===== src/rtl/pwm_pkg.sv =====
// Shared definitions for the PWM timebase and its neighbours (pwm_gen, register block).
package pwm_pkg;
    localparam int CNT_W_DEF = 16;
    localparam int PSC_W_DEF = 8;

    localparam logic DIR_UP   = 1'b1;
    localparam logic DIR_DOWN = 1'b0;
endpackage


===== src/rtl/pwm_prescaler.sv =====
// Clock-enable divider: one tick every shadow_prescale+1 enabled clocks.
module pwm_prescaler
    import pwm_pkg::*;
#(
    parameter int PSC_W = PSC_W_DEF
) (
    input  logic             clk,
    input  logic             rst_n,
    input  logic             en,
    input  logic             clr,
    input  logic [PSC_W-1:0] shadow_prescale,
    output logic             tick
);
    logic [PSC_W-1:0] psc_cnt_reg;

    // >= rather than == so a count held across a disable never overshoots a smaller new prescale.
    assign tick = en && !clr && (psc_cnt_reg >= shadow_prescale);

    always_ff @(posedge clk or negedge rst_n) begin
        if (!rst_n) begin
            psc_cnt_reg <= '0;
        end else if (clr) begin
            psc_cnt_reg <= '0;
        end else if (en) begin
            if (tick) begin
                psc_cnt_reg <= '0;
            end else begin
                psc_cnt_reg <= psc_cnt_reg + PSC_W'(1);
            end
        end
    end
endmodule


===== src/rtl/pwm_counter.sv =====
// PWM timebase: up/down counter with double-buffered period, prescale and direction.
module pwm_counter
    import pwm_pkg::*;
#(
    parameter int CNT_W = CNT_W_DEF,
    parameter int PSC_W = PSC_W_DEF
) (
    input  logic             clk,
    input  logic             rst_n,
    input  logic             count_en,
    input  logic             count_reset,
    input  logic             upnotdown,
    input  logic [CNT_W-1:0] period,
    input  logic [PSC_W-1:0] prescale,
    output logic [CNT_W-1:0] count_val,
    output logic             period_done
);
    logic [CNT_W-1:0] count_reg;
    logic             done_reg;
    logic [CNT_W-1:0] period_sh_reg;
    logic [PSC_W-1:0] prescale_sh_reg;
    logic             dir_sh_reg;
    logic             tick;
    logic [CNT_W-1:0] count_next;
    logic             wrap;

    pwm_prescaler #(
        .PSC_W(PSC_W)
    ) u_prescaler (
        .clk             (clk),
        .rst_n           (rst_n),
        .en              (count_en),
        .clr             (count_reset),
        .shadow_prescale (prescale_sh_reg),
        .tick            (tick)
    );

    // Next count for a tick; out-of-range values (after a period shrink) wrap immediately.
    always_comb begin
        count_next = count_reg;
        wrap       = 1'b0;
        if (dir_sh_reg == DIR_UP) begin
            if (count_reg >= period_sh_reg) begin
                count_next = '0;
                wrap       = 1'b1;
            end else begin
                count_next = count_reg + CNT_W'(1);
            end
        end else begin
            if (count_reg == '0 || count_reg > period_sh_reg) begin
                count_next = period_sh_reg;
                wrap       = 1'b1;
            end else begin
                count_next = count_reg - CNT_W'(1);
            end
        end
    end

    always_ff @(posedge clk or negedge rst_n) begin
        if (!rst_n) begin
            count_reg       <= '0;
            done_reg        <= 1'b0;
            period_sh_reg   <= '0;
            prescale_sh_reg <= '0;
            dir_sh_reg      <= DIR_UP;
        end else if (count_reset || !count_en) begin
            // Clear keeps count at 0; stop holds it. Both track the inputs into the shadows.
            if (count_reset) begin
                count_reg <= '0;
            end
            done_reg        <= 1'b0;
            period_sh_reg   <= period;
            prescale_sh_reg <= prescale;
            dir_sh_reg      <= upnotdown;
        end else if (tick) begin
            count_reg <= count_next;
            done_reg  <= wrap;
            if (wrap) begin
                period_sh_reg   <= period;
                prescale_sh_reg <= prescale;
                dir_sh_reg      <= upnotdown;
            end
        end else begin
            done_reg <= 1'b0;
        end
    end

    assign count_val   = count_reg;
    assign period_done = done_reg;
endmodule


===== config.mk =====
export PLATFORM = sky130hd
export DESIGN_NAME = pwm_counter
export DESIGN_NICKNAME = d
export VERILOG_FILES = /design/src/rtl/pwm_pkg.sv /design/src/rtl/pwm_prescaler.sv /design/src/rtl/pwm_counter.sv
export SDC_FILE = /design/constraint.sdc
export NUM_CORES = 1
export LEC_CHECK = 0
export ABC_AREA = 1
export CAP_MARGIN = 20
export CORE_MARGIN = 2
export CORE_UTILIZATION = 60
export DETAILED_ROUTE_END_ITERATION = 16
export PLACE_DENSITY = 0.85
export REMOVE_ABC_BUFFERS = 1
export SLEW_MARGIN = 20
export SYNTH_ARGS = -nofsm -noshare
export SYNTH_HDL_FRONTEND = slang
export SYNTH_SLANG_ARGS = --single-unit

===== constraint.sdc =====
create_clock -name clk -period 3.7 [get_ports clk]
set_input_delay 0.555 -clock clk [delete_from_list [all_inputs] [get_ports clk]]
set_output_delay 0.555 -clock clk [all_outputs]
set_load 0.01 [all_outputs]

======== After elaboration in Yosys (flattened, before gate mapping) ========
Cells that the tools add are included.
word-level totals
  register bits after elaboration ......... 50
cells by class
  add/subtract/negate cells ............... 3
  magnitude comparators ................... 3
  equal/unequal tests ..................... 1
  mux-type cells .......................... 23
  reduce and logical (&&, ||, !) cells .... 12
operators by type and width
  operator                                             number
  two-way mux 16 bit                                   9
  two-way mux 8 bit                                    6
  adder 16 x 1 -> 16 bit (second input constant)       1
  >= comparator 16 bit                                 1
  > comparator 16 bit                                  1
  zero test 16 bit                                     1
  subtractor 16 x 1 -> 16 bit (second input constant)  1
  adder 8 x 1 -> 8 bit (second input constant)         1
  >= comparator 8 bit                                  1
  two-way mux 1 bit                                    8
  nonzero test 2 bit                                   3
  AND reduction 2 bit                                  2
  logical AND 1 bit                                    2
  zero test 1 bit                                      2
  logical OR 1 bit                                     2
  inequality test 2 bit (second input constant)        1

======== Logic depth before layout (Yosys ltp) ========
  depth after elaboration ................. 7
  gate-level depth with buffers ........... 18

======== Hierarchy ========
Synthesis repeated with hierarchy kept, for this count alone.
unflattened totals
  cell total of the unflattened synthesis .. 570
  area total of the unflattened synthesis .. 3,976.3 sq um
by module, submodules not included
  module         instances  cells each  area an instance (sq um)
  pwm_counter    1          464         3,275.6
  pwm_prescaler  1          106         700.7

======== Worst setup path before layout ========
No wires, ideal clock.
  kind .................................... register to register
  start point ............................. register count_reg[11], in the netlist count_val[11]
  end point ............................... register period_sh_reg[0]
  arrival time ............................ 1,967 ps
  path slack .............................. 1,616 ps
  cell stages (with the launch flop) ...... 13
  cells stage by stage .................... dfrtp_1 ha_1 a21oi_1 nand2_1 a21oi_2 nand2_1 inv_2 nand3_1 nand3_4 nand2_4 buf_6 nand2_1 nand2_1
between the ends
  cells in the longest elaborated chain, start to end .. 6
  elaborated cells between the ends (all ways) .. 9
  those cells by class .................... order compare (2); mux (3); reduce/logical (4)
RTL lines
  item                                                            line               text
  start, declared                                                 pwm_counter.sv:18  logic [CNT_W-1:0] count_reg;
  start signal, assigned                                          pwm_counter.sv:76  count_reg <= count_next;
  > comparator 16 bit / zero test 16 bit (equally long branches)  pwm_counter.sv:50  if (count_reg == '0 || count_reg > period_sh_reg) begin
  logical OR 1 bit                                                pwm_counter.sv:50
  two-way mux 1 bit                                               pwm_counter.sv:50
  two-way mux 1 bit (*)                                           pwm_counter.sv:42  if (dir_sh_reg == DIR_UP) begin
  nonzero test 2 bit (no source line) (*)                         n/a
  AND reduction 2 bit (no source line) (*)                        n/a
  end signal, assigned                                            pwm_counter.sv:72  period_sh_reg <= period;
  end signal, assigned                                            pwm_counter.sv:79  period_sh_reg <= period;
  end, declared                                                   pwm_counter.sv:20  logic [CNT_W-1:0] period_sh_reg;
Every way passes the cells marked *; elsewhere a longest branch is shown, timed or not.
A chain may end at the register's enable or synchronous reset.

======== Worst setup path after layout ========
  start point ............................. register count_reg[10], in the netlist count_val[10]
  end point ............................... register prescale_sh_reg[5]
between the ends
  cells in the longest elaborated chain, start to end .. 6
  elaborated cells between the ends (all ways) .. 9
  those cells by class .................... order compare (2); mux (3); reduce/logical (4)
RTL lines
  item                                                            line               text
  > comparator 16 bit / zero test 16 bit (equally long branches)  pwm_counter.sv:50
  logical OR 1 bit                                                pwm_counter.sv:50
  two-way mux 1 bit                                               pwm_counter.sv:50
  two-way mux 1 bit (*)                                           pwm_counter.sv:42
  nonzero test 2 bit (no source line) (*)                         n/a
  AND reduction 2 bit (no source line) (*)                        n/a
  end signal, assigned                                            pwm_counter.sv:73  prescale_sh_reg <= prescale;
  end signal, assigned                                            pwm_counter.sv:80  prescale_sh_reg <= prescale;
  end, declared                                                   pwm_counter.sv:21  logic [PSC_W-1:0] prescale_sh_reg;
Marked as above.

==> out/metrics.cfg <==
[cts]
cts_tree=done
cts_buffers=5
cts_buffer_depth=2
ctsHoldBuffers=0
cts_max_level=2
clk_pin_slew_ps=100
ctsRootBufferMaster=clkbuf_8
ctsResizeCount=0
cts.sinks=50
clk_latency_ps=310
cts_setup_buffers=0

[synthesis]
ys_types=31
synthTopCellsByCount=165 x nand2_1, 73 x nand3_1, 56 x inv_1
synth_top_flop_cell=dfrtp_1
avgSynthCellArea_um2=7.02
synth_top_area_share_pct=32.2
async_reset_ff_share_pct=100
synth_edf_count=0
yosys.area.top_type=dfrtp_1
yosysMostFrequentCell=nand2_1
yosys_warnings=0
synthTopCellsByArea=dfrtp_1 32%, nand2_1 16%, nand3_1 9.6%, ha_1 9.2%, xor2_1 6.2%
syn_inst=542
syn_area_mm2=0.00380
yosysSeqAreaShare_pct=32.9
synth_seq_cells=50

[status]
status=completed

[floorplanning]
chipWidth_um=83.6
rows=29
core_area_mm2=0.00624
initial_utilization_pct=60.9
die_h_um=83.6
die_area_mm2=0.00699
ios=46

[worst_setup_path]
cp_max_fo=26
worst_setup_path_start_kind=flop
r2r_slack_ps=630
worstSetupPathType=reg2reg
rr_worst_depth=10
worstPathArrival_ps=3270
required_ps=3900
endpoint_kind=flop

[timing]
finalClockSkew_ps=19.1
fin_crit_ps=3070
rsz0062_at_grt=no
setup_viol=0
worst_pin_slew_ps=654
fmax_mhz=326
finalHoldViolations=0
whs_ps=265
min_period_over_period_pct=83.0
slew_violations=0
setup_tns_ps=0
fin_ws_ps=630
max_slew_margin_pct=56.4

[global_routing]
grt_max_degree=51
antenna_found_initial=0
grt.busiest_layer=met2
grt_pass1_wl_um=17200
grt_use_met3_pct=4.06
met2_usage_pct=49.7
grt_overflow=0
grtUsageTotal_pct=30.1
grt_use_met1_pct=41.6
grt_pass1_vias=3661

[job]
drv_cap=0

[final_layout]
finalNetCount=630
fillers=569
drive_gt1_share_pct=4.36
n_antenna_cell=0
area_growth_pct=14.6

[route]
wl_per_cell_um=15.2
vias_per_cell=5.77
totalWireLength_um=9890
drtPass1Iterations=5
ant_nets=0
route.detailed.drc=0
drtIter0Drc=300
vias=3758

[placement]
gp_congestion=0.954
place_ws_ps=634
post-dp-hpwl_um=7240
portBuffers=45

[min_path]
hold_path_class=in2async

[pwr]
cellLeakagePower_nw=2.26
ir_worst_vdd_uv=238
p_per_area_mw_per_mm2=315

==> final timing paths <==
| kind | from | to |
|---|---|---|
| min in group clk | prescale_sh_reg[4] | prescale_sh_reg[4] |
| max in group asynchronous | rst_n | period_sh_reg[9] |
| max | count_val[10] | prescale_sh_reg[5] |
| min | rst_n | count_val[0] |
| min reg2reg | prescale_sh_reg[4] | prescale_sh_reg[4] |
| max reg2reg | count_val[10] | prescale_sh_reg[5] |
==> through the flow <==
step / power, mW / cells / cell area, um^2 / util, %
6_report: 1.37 / 651 / 4360 / 69.8
5_1_grt: 1.46 / 651 / 4360 / 69.8
4_1_cts: 1.38 / 651 / 4360 / 69.8
3_5_place_dp: 0.969 / 643 / 4240 / 67.9
3_3_place_gp: 0.954 / 643 / 4240 / 67.9
2_1_floorplan: 0.849 / 520 / 3690 / -
==> layer usage <==
| metal | share of wire, % | vias to the layer above | wire (um) |
|---|---|---|---|
| met2 | 47 | 144 | 4680 |
| met3 | 6.8 | 16 | 671 |
| met1 | 44 | 1793 | 4370 |
| met5 | 0 | - | 0 |
| met4 | 1.8 | 0 | 175 |
| li1 | - | 1805 | - |
==> worst max-delay path: stages, from the launching register on <==
cell and delay, ps:
dfrtp_1 540, ha_1 380, nand4_1 120, nor2_1 180, nand4_1 380, nand2_2 480
nand3_2 170, nand3_4 270, nand2_4 250, nand2_1 140, nand2_1 50
==> cells in the final DEF (no fill, tap or decap), types with 3 or more instances in the layout <==
master           instances
inv_1                   56
nor2_2                   4
nor2_1                  44
nand2_2                  3
ha_1                    28
nand3_1                 73
nand3b_1                 5
nand2_1                165
a21oi_1                 14
nand4_1                 18
clkbuf_8                 6
xor2_1                  27
clkdlybuf4s50_1         44
nor3_1                   8
o21ai_0                 10
dfrtp_1                 49
==> area by class of cell <==
type / count / area [um^2] / area share (%)
clock buffers: 7 / 86.3 / 1.98
clock inverters: 1 / 30.0 / 0.689
well taps: 77 / 96.3 / 2.21
multi-input cells: 411 / 2220 / 50.8
flip-flops and latches: 50 / 1250 / 28.7
repair buffers: 46 / 455 / 10.5
inverters: 59 / 221 / 5.08
==> power by group <==
group	internal, mW	total [mW]	switching (mW)
sequential	0.584	0.627	0.0423
clock	0.221	0.411	0.190
combinational	0.134	0.337	0.204
total	0.939	1.37	0.436
==> kinds of logic (layout without fill, tap and decap cells) <==
logic type	Yosys count	after routing	share of synthesized area [%]
xor gates and xnor gates	28	28	6.45
AOI/OAI and AO/OA	29	29	4.24
and+or+nand+nor	326	326	38.4
DFF	50	50	32.9
buffers and inverters	81	113	8.79
adders and majority gates	28	28	9.21
Note: power is estimated with default switching activity, not from simulation.
==> RTL edit: new RTL, same settings <==
Make the reset (`rst_n`) synchronous in 2 clocked blocks.
--- a/src/rtl/pwm_prescaler.sv
+++ b/src/rtl/pwm_prescaler.sv
@@ -16,7 +16,7 @@
     // >= rather than == so a count held across a disable never overshoots a smaller new prescale.
     assign tick = en && !clr && (psc_cnt_reg >= shadow_prescale);
 
-    always_ff @(posedge clk or negedge rst_n) begin
+    always_ff @(posedge clk) begin
         if (!rst_n) begin
             psc_cnt_reg <= '0;
         end else if (clr) begin
--- a/src/rtl/pwm_counter.sv
+++ b/src/rtl/pwm_counter.sv
@@ -56,7 +56,7 @@
         end
     end
 
-    always_ff @(posedge clk or negedge rst_n) begin
+    always_ff @(posedge clk) begin
         if (!rst_n) begin
             count_reg       <= '0;
             done_reg        <= 1'b0;
Behaviour: differs if rst_n is asserted again (counterexample within 4 cycles, from zero or initial values and one cycle with rst_n low); with rst_n held inactive, the same outputs for 4 cycles.
==> RTL edit against the unedited design <==
Synthesized cell count grew 3.7%; setup slack gained 0.35 ns; sequential share of layout area shrank 5.0 points; total power grew 9.6%; wire length shrank 4.6%; final area shrank 3.1%; area after synthesis shrank 3.7%; worst hold slack gained 0.22 ns; sequential cell count is the same; largest power group unchanged.
==> RTL edit: results <==
[logic_synthesis]
synthMuxAreaShare = 0
synthAdderAreaFrac = 0.0957
ys_async_sr_fraction = 0
synthXorXnorAreaFrac = 0.0622
seq_area_frac_synth = 0.273
synth_compound_area_frac = 0.0977
synth_common_cells = nand2_1, inv_1, nor2_1, nand3_1, dfxtp_1
synth_edf_count = 0
synth.area.top_cells = dfxtp_1, nand2_1, ha_1

[drt]
vias_per_cell = 5.57
drt-initial-drc-count = 319
first_pass_iters = 6
wirelength_mm = 9.44

[global_routing]
grt_util_all_layers = 0.296
first_global_vias = 3235
met2_usage = 0.470
globalRouteMet3Util = 0.0500
use_met1 = 0.416
grt_pass1_wl_mm = 15.3

[setup_path]
rrSetupSlack_ns = 0.98
critPathCapture = period_sh_reg[13]
crit_path_max_incr_delay_ns = 0.41
ff2ff_path_depth = 10
slowest_stage = dfxtp_1
cp_data_arrival_time_ns = 2.93
crit_fanout = 50
critPathLaunch = count_val[15]

[pwr]
leakage_nw = 2.04
ir_drop_mv = 0.278

[clock_tree]
ctsHtreeMaxLevel = 2

[placement]
hpwl_mm = 7.00
place_ws_ns = 1.08
place_congestion = 0.965
io_buffer_count = 45

[timing]
finClkSkew_ns = 0.0147
slew-limit-headroom = 0.554
setup_ws_ns = 0.985

[layout]
nNetsFinal = 652
area_growth_pct = 15.3
drive_gt1_frac = 0.0470

[run_status]
status = finished clean

[worst_hold_path]
hold_path_class = register to register
## RTL edit: changes by cell type in the layout (fill, tap and decap cells not counted), sizes merged, moves of 3 or more
cell and delta:
a21oi +32, dfrtp -49, nand3b -4, xor2 -4
a21boi +3, nor2 +17, dfxtp +50, nand2 -43
inv +24, nand3 -16, nor3 +6
## RTL edit: per-layer routing
metal	share of wire	wire length (um)
met4	0.015	137
met2	0.46	4320
met5	0	0
met1	0.45	4250
met3	0.078	733
## RTL edit: through the flow
step                      instance area, um^2  std cells
final                                    4220        671
after global routing                     4220        671
after CTS                                4220        671
after detailed placement                 4100        663
after global placement                   4100        663
after floorplan                          3530        540
## RTL edit: area by class of cell
cell class	instances	area, um^2
fillers	525	1700
clock buffers	6	82.6
multi-input cells	409	2230
clock inverters	2	38.8
flip-flops and latches	50	1000
repair buffers	48	473
well taps	75	93.8
inverters	81	304
## RTL edit: worst min path at each step
stage	start	end	slack [ns]	cells after the start
after detailed placement	prescale_sh_reg[4]	prescale_sh_reg[4]	0.47	2
after global placement	period_sh_reg[5]	period_sh_reg[5]	0.46	2
after global routing	prescale_sh_reg[6]	prescale_sh_reg[6]	0.53	2
final	period_sh_reg[11]	period_sh_reg[11]	0.49	2
after CTS	prescale_sh_reg[4]	prescale_sh_reg[4]	0.49	2
after floorplan	period_sh_reg[10]	period_sh_reg[10]	0.45	2
## RTL edit: worst min-delay path, delay by kind of cell, from the launching register on
| kind | cells | cell delay (ns) |
|---|---|---|
| AO/OA/AOI/OAI | 1 | 0.04 |
| flip-flops | 1 | 0.34 |
| AND/OR/NAND/NOR | 1 | 0.08 |
## RTL edit: where the power goes
group	internal, mW	total [mW]	leakage (nW)	switching (mW)
Combinational	0.172	0.457	1.57	0.285
Sequential	0.581	0.622	0.410	0.0410
Clock	0.223	0.427	0.0618	0.204
## RTL edit: kinds of logic (layout without fill, tap and decap cells)
family	after synthesis	count (layout)
compound gates	68	68
buf+inv	103	137
xor+xnor	26	26
fa+ha+maj	28	28
simple gates	287	287
flops	50	50
